[config.mk]
export PLATFORM = sky130hd
export DESIGN_NAME = rom_load_sequencer
export DESIGN_NICKNAME = d
export VERILOG_FILES = /design/src/rtl/rom_load_sequencer.sv
export SDC_FILE = /design/constraint.sdc
export NUM_CORES = 1
export LEC_CHECK = 0
export ABC_AREA = 0
export CORE_MARGIN = 1
export CORE_UTILIZATION = 35
export DETAILED_ROUTE_END_ITERATION = 10
export SKIP_LAST_GASP = 1
export SLEW_MARGIN = 25
export SYNTH_ARGS = -nofsm -noshare
export SYNTH_HDL_FRONTEND = slang
export SYNTH_SLANG_ARGS = --single-unit
[constraint.sdc]
create_clock -name clk_sys -period 2.8 [get_ports clk_sys]
set_clock_uncertainty 0.15 [all_clocks]
set_input_delay 0.42 -clock clk_sys [delete_from_list [all_inputs] [get_ports clk_sys]]
set_output_delay 0.42 -clock clk_sys [all_outputs]
set_load 0.03 [all_outputs]
[src/rtl/rom_load_sequencer.sv]
// rom_load_sequencer
//   Sequences the HPS ROM download into the arcade core and owns the core's
//   reset. The ioctl write stream is registered onto the core's dn_* port,
//   the image is checked for strictly sequential addressing and exact size,
//   and the core is held in reset until a good image is loaded. After every
//   good load or soft reset the core stays in reset for HOLD_CYCLES cycles.
//
// Ports
//   clk_sys, reset_n          system clock, async active-low reset
//   ioctl_download/wr/addr/dout  download stream from hps_io
//   soft_reset                level reset request from the menu/buttons
//   dn_addr/dn_data/dn_wr     registered write port into the core
//   core_reset                active-high reset to the core
//   rom_valid, load_error     result of the last completed load
//   byte_count                writes accepted in the current/last load
module rom_load_sequencer #(
    parameter int TOTAL_BYTES = 49152,
    parameter int HOLD_CYCLES = 1024
) (
    input  logic        clk_sys,
    input  logic        reset_n,
    input  logic        ioctl_download,
    input  logic        ioctl_wr,
    input  logic [24:0] ioctl_addr,
    input  logic [7:0]  ioctl_dout,
    input  logic        soft_reset,
    output logic [15:0] dn_addr,
    output logic [7:0]  dn_data,
    output logic        dn_wr,
    output logic        core_reset,
    output logic        rom_valid,
    output logic        load_error,
    output logic [16:0] byte_count
);

    localparam int HW = (HOLD_CYCLES > 1) ? $clog2(HOLD_CYCLES) : 1;

    localparam logic [2:0] S_IDLE  = 3'd0;
    localparam logic [2:0] S_LOAD  = 3'd1;
    localparam logic [2:0] S_CHECK = 3'd2;
    localparam logic [2:0] S_HOLD  = 3'd3;
    localparam logic [2:0] S_RUN   = 3'd4;

    localparam logic [24:0]   TOTAL     = 25'(TOTAL_BYTES);
    localparam logic [16:0]   CNT_MAX   = '1;
    localparam logic [HW-1:0] HOLD_LOAD = HW'(HOLD_CYCLES - 1);

    logic [2:0]    state_q, state_d;
    logic [HW-1:0] hold_cnt_q, hold_cnt_d;
    logic [16:0]   exp_addr_q, exp_addr_d;
    logic [16:0]   byte_count_q, byte_count_d;
    logic          err_q, err_d;
    logic          rom_valid_q, rom_valid_d;
    logic          load_error_q, load_error_d;
    logic [15:0]   dn_addr_q, dn_addr_d;
    logic [7:0]    dn_data_q, dn_data_d;
    logic          dn_wr_q, dn_wr_d;
    logic          dl_q, sr_q;

    logic dl_rise, dl_fall, sr_rise, wr_in_range, wr_in_seq;

    // Edges compare the live input against last cycle's sample, so the
    // state change lands on the cycle right after the input transition.
    assign dl_rise = ioctl_download & ~dl_q;
    assign dl_fall = ~ioctl_download & dl_q;
    assign sr_rise = soft_reset & ~sr_q;

    assign wr_in_range = (ioctl_addr < TOTAL);
    assign wr_in_seq   = (ioctl_addr == {8'd0, exp_addr_q});

    always_comb begin
        state_d      = state_q;
        hold_cnt_d   = hold_cnt_q;
        exp_addr_d   = exp_addr_q;
        byte_count_d = byte_count_q;
        err_d        = err_q;
        rom_valid_d  = rom_valid_q;
        load_error_d = load_error_q;
        dn_addr_d    = dn_addr_q;
        dn_data_d    = dn_data_q;
        dn_wr_d      = 1'b0;

        if (dl_rise) begin
            // A new download overrides whatever the sequencer was doing.
            state_d      = S_LOAD;
            exp_addr_d   = '0;
            byte_count_d = '0;
            err_d        = 1'b0;
            rom_valid_d  = 1'b0;
            load_error_d = 1'b0;
        end else begin
            case (state_q)
                S_LOAD: begin
                    if (dl_fall) begin
                        // Write in the falling cycle is dropped on purpose.
                        state_d = S_CHECK;
                    end else if (ioctl_wr && ioctl_download) begin
                        if (wr_in_range && wr_in_seq) begin
                            dn_wr_d   = 1'b1;
                            dn_addr_d = ioctl_addr[15:0];
                            dn_data_d = ioctl_dout;
                            if (exp_addr_q != CNT_MAX)   exp_addr_d   = exp_addr_q + 17'd1;
                            if (byte_count_q != CNT_MAX) byte_count_d = byte_count_q + 17'd1;
                        end else begin
                            err_d = 1'b1;
                        end
                    end
                end
                S_CHECK: begin
                    if (({8'd0, byte_count_q} == TOTAL) && !err_q) begin
                        rom_valid_d = 1'b1;
                        state_d     = S_HOLD;
                        hold_cnt_d  = HOLD_LOAD;
                    end else begin
                        load_error_d = 1'b1;
                        state_d      = S_IDLE;
                    end
                end
                S_HOLD: begin
                    // Soft reset held high keeps restarting the interval.
                    if (soft_reset)               hold_cnt_d = HOLD_LOAD;
                    else if (hold_cnt_q == '0)    state_d    = S_RUN;
                    else                          hold_cnt_d = hold_cnt_q - 1'b1;
                end
                S_RUN: begin
                    if (sr_rise) begin
                        state_d    = S_HOLD;
                        hold_cnt_d = HOLD_LOAD;
                    end
                end
                default: state_d = S_IDLE;
            endcase
        end
    end

    always_ff @(posedge clk_sys or negedge reset_n) begin
        if (!reset_n) begin
            state_q      <= S_IDLE;
            hold_cnt_q   <= '0;
            exp_addr_q   <= '0;
            byte_count_q <= '0;
            err_q        <= 1'b0;
            rom_valid_q  <= 1'b0;
            load_error_q <= 1'b0;
            dn_addr_q    <= '0;
            dn_data_q    <= '0;
            dn_wr_q      <= 1'b0;
            dl_q         <= 1'b0;
            sr_q         <= 1'b0;
        end else begin
            state_q      <= state_d;
            hold_cnt_q   <= hold_cnt_d;
            exp_addr_q   <= exp_addr_d;
            byte_count_q <= byte_count_d;
            err_q        <= err_d;
            rom_valid_q  <= rom_valid_d;
            load_error_q <= load_error_d;
            dn_addr_q    <= dn_addr_d;
            dn_data_q    <= dn_data_d;
            dn_wr_q      <= dn_wr_d;
            dl_q         <= ioctl_download;
            sr_q         <= soft_reset;
        end
    end

    // Decoded straight from the state flop so async reset asserts it at once.
    assign core_reset = (state_q != S_RUN);
    assign dn_addr    = dn_addr_q;
    assign dn_data    = dn_data_q;
    assign dn_wr      = dn_wr_q;
    assign rom_valid  = rom_valid_q;
    assign load_error = load_error_q;
    assign byte_count = byte_count_q;

endmodule

==> results.toml, run 1 <==
[run_status]
status = "complete, but fails checks"
violations = "negative hold slack"

[floorplan]
io_pins = 83
die-area_um2 = 12940
coreArea_um2 = 12110
num_rows = 40
die_y_um = 113.8
chipWidth_um = 113.8
initial_utilization_pct = 36.10

[clocking]
clk_pin_slew_ns = 0.06
htreeDepth = 3
cts.sinks = 77
postCtsSetupRepairBufs = 0
clk_latency_ns = 0.35
cts-root-buf = "clkbuf_16"
cts_buffer_depth = 2
cts-hold-fix-buffers = 0
post_cts_resized = 0
cts_made_buffers = 9
cts_tree = "done"

[critical_path]
crit_path_cell_trace = "and3_1, and3_1, and3_1, and4_1, ha_1, o21ai_1, and3_1, a31oi_1, a211oi_1"
worstPathMaxFanout = 7
critPathMaxStageDelay_ns = 0.40
worst_setup_path_end_kind = "register"
critPathKind = "reg2reg"
worst-endpoint-required_ns = 2.89
cpMostUsedCell = "and3_1"
cp_num_buf_inv = 0
cp_slowest_cell = "dfrtp_1"
cp_top_family = "simple AND/OR/NAND/NOR gates"
worst_ep_arrival_time_ns = 2.70
startpoint_type = "register"

[global_route]
grtUsageMet2_pct = 30.12
antenna_found_initial = 0
grtUsageMet1_pct = 25.10
grt_pass1_wl_um = 18950
grt.busiest_layer = "met2"
grt_max_degree = 78
track_usage_pct = 18.96
grt.overflow.total = 0
grt_pass1_vias = 3756
grt_use_met3_pct = 5.260

[logic_synthesis]
synth_nets = 485
synth_warnings = 0
yosysSeqAreaShare_pct = 44.08
syn_inst = 438
avgSynthCellArea_um2 = 9.981
synth-main-ff-cell = "dfrtp_1"
synth_largest_area_cell = "dfrtp_1"
synth_area_leaders = "dfrtp_1 (44%), mux2_4 (6.9%), xnor2_1 (3.2%)"
synth_cell_types = 63
synth_area_um2 = 4372
synth_seq_cells = 77
ys_async_sr_fraction_pct = 100.0
synth_edf_count = 0
synth_top_area_share_pct = 44.08

[layout]
fill_cells = 1135
insertedDiodeCount = 0
final_cell_area_um2 = 6027
final_nets = 606
drive_gt1_share_pct = 17.02
fin_util_pct = 49.76
final_cells = 732
syn_to_final_growth_pct = 37.86

[power]
swShare_pct = 27.84
pwr-share-clk_pct = 41.6
pwr-share-comb_pct = 20.8
seqPwrFrac_pct = 37.6
p_sw_mw = 0.9122
internal-power_mw = 2.364
p_per_area_nw_per_um2 = 543.6
p_total_mw = 3.276
leakagePower_nw = 2.628
ir_worst_vdd_uv = 302.0

[sta]
period_share_pct = 93.45
finalHoldWorstSlack_ns = -0.03565
tightestPinTransition_ns = 0.6998
finalHoldViolCount = 77
setup_slack_ns = 0.1835
relSlewSlack_pct = 53.34
fmax_mhz = 382.2
tns_ns = 0
rsz0062_at_grt = "no"
slew_viol_final = 0
fin_crit_ns = 2.617
setup_viol = 0

[placed_design]
place_congestion = 0.8159
dpl.hpwl_um = 8517
pre_cts_ws_ns = -0.06838
place_area_um2 = 5669
placed_cells = 716
place.port_buffers = 82

[min_path]
hold_path.class = "in2async"

[route]
ant_nets = 0
post-route-drc-count = 0
viasPerCell = 5.247
finalWirelength_um = 11520
vias = 3841
drt-pass1-iter-count = 4
wl_per_cell_um = 15.74
drtIter0Drc = 225

[run]
max_cap_violations = 0
-- layout make-up --
class / instances / area, µm² / share of cell area [%]
flip-flops and latches: 77 / 1927 / 31.97
inverters: 13 / 48.80 / 0.8096
clock inverters: 6 / 110.1 / 1.827
well taps: 168 / 210.2 / 3.488
clock buffers: 10 / 239.0 / 3.965
multi-input cells: 324 / 2255 / 37.41
repair buffers: 134 / 1237 / 20.53
-- cells by family after synthesis --
kind of cell,Yosys count,synth area share (%)
xor+xnor,16,3.205
compound gates,88,13.74
fa+ha+maj,9,2.576
simple gates,183,23.10
mux,28,8.844
buf+inv,37,4.464
flops,77,44.08
-- worst register-to-register path, stage by stage (launching register included) --
cell and delay [ns]:
dfrtp_1 0.40, and3_1 0.21, and3_1 0.20, and3_1 0.20, and4_1 0.19, ha_1 0.19, o21ai_1 0.37, and3_1 0.25
a31oi_1 0.09, a211oi_1 0.27
-- placed cells by master (no fill, tap or decap), types with 12 or more instances in the layout --
| cell | count |
|---|---|
| nor2_1 | 27 |
| inv_1 | 12 |
| clkdlybuf4s50_1 | 81 |
| nand3_1 | 24 |
| nand2_1 | 30 |
| nor3_1 | 13 |
| and3_1 | 15 |
| dfrtp_1 | 77 |
| buf_4 | 50 |
| a21oi_1 | 21 |
| xnor2_1 | 16 |
| mux2_4 | 20 |
-- power by group through the flow --
| stage | Sequential [mW] | Clock (mW) | Combinational [mW] |
|---|---|---|---|
| after detailed placement | 1.25 | 0 | 0.674 |
| after global placement | 1.25 | 0 | 0.660 |
| after global routing | 1.24 | 1.43 | 0.750 |
| final | 1.23 | 1.36 | 0.681 |
| after floorplan | 1.26 | 0 | 0.348 |
| after CTS | 1.23 | 1.40 | 0.677 |
-- cells in the mapped netlist, drive strengths merged, types with 3 or more instances --
cell type / n
a211oi: 6
a21oi: 21
a31oi: 11
a41oi: 4
and2: 11
and3: 15
and4: 3
buf: 9
clkbuf: 15
dfrtp: 77
ha: 9
inv: 13
mux2: 25
mux2i: 3
nand2: 30
nand2b: 5
nand3: 24
nand4: 12
nor2: 27
nor2b: 7
nor3: 14
nor4: 10
o211ai: 11
o21a: 4
o21ai: 9
or3: 10
or4: 7
xnor2: 16
-- sequential cells by signal, summed over array words and instances, names as in the netlist, 3 cells and up --
signal / count
byte_count: 17
exp_addr_q: 17
dn_addr: 16
hold_cnt_q: 10
dn_data: 8
state_q: 3
-- routing by layer --
metal | share of wire (%) | up-vias | wire length (µm)
met5 | 0 | - | 0
met4 | 1.1 | 0 | 128
met3 | 4.1 | 8 | 469
met2 | 49 | 80 | 5604
met1 | 46 | 1882 | 5318
li1 | - | 1871 | -
-- final timing paths --
kind / start / to / slack [ns] / depth (start not counted)
hold / removal: reset_n / dn_data[3] / -0.04 / 1
hold reg to reg: dn_data[0] / dn_data[0] / 0.34 / 1
max in group asynchronous: reset_n / byte_count[11] / 2.06 / 1
setup / recovery: exp_addr_q[8] / exp_addr_q[11] / 0.18 / 9
min in group clk_sys: dn_data[0] / dn_data[0] / 0.34 / 1
setup reg to reg: exp_addr_q[8] / exp_addr_q[11] / 0.18 / 9
(Power assumes the default switching activity.)
==> run 2, diff against run 1 <==
- CORE_MARGIN: 1 -> not set
==> results of run 2 <==
No change in the layout: final DEF, timing and power equal those of run 1.
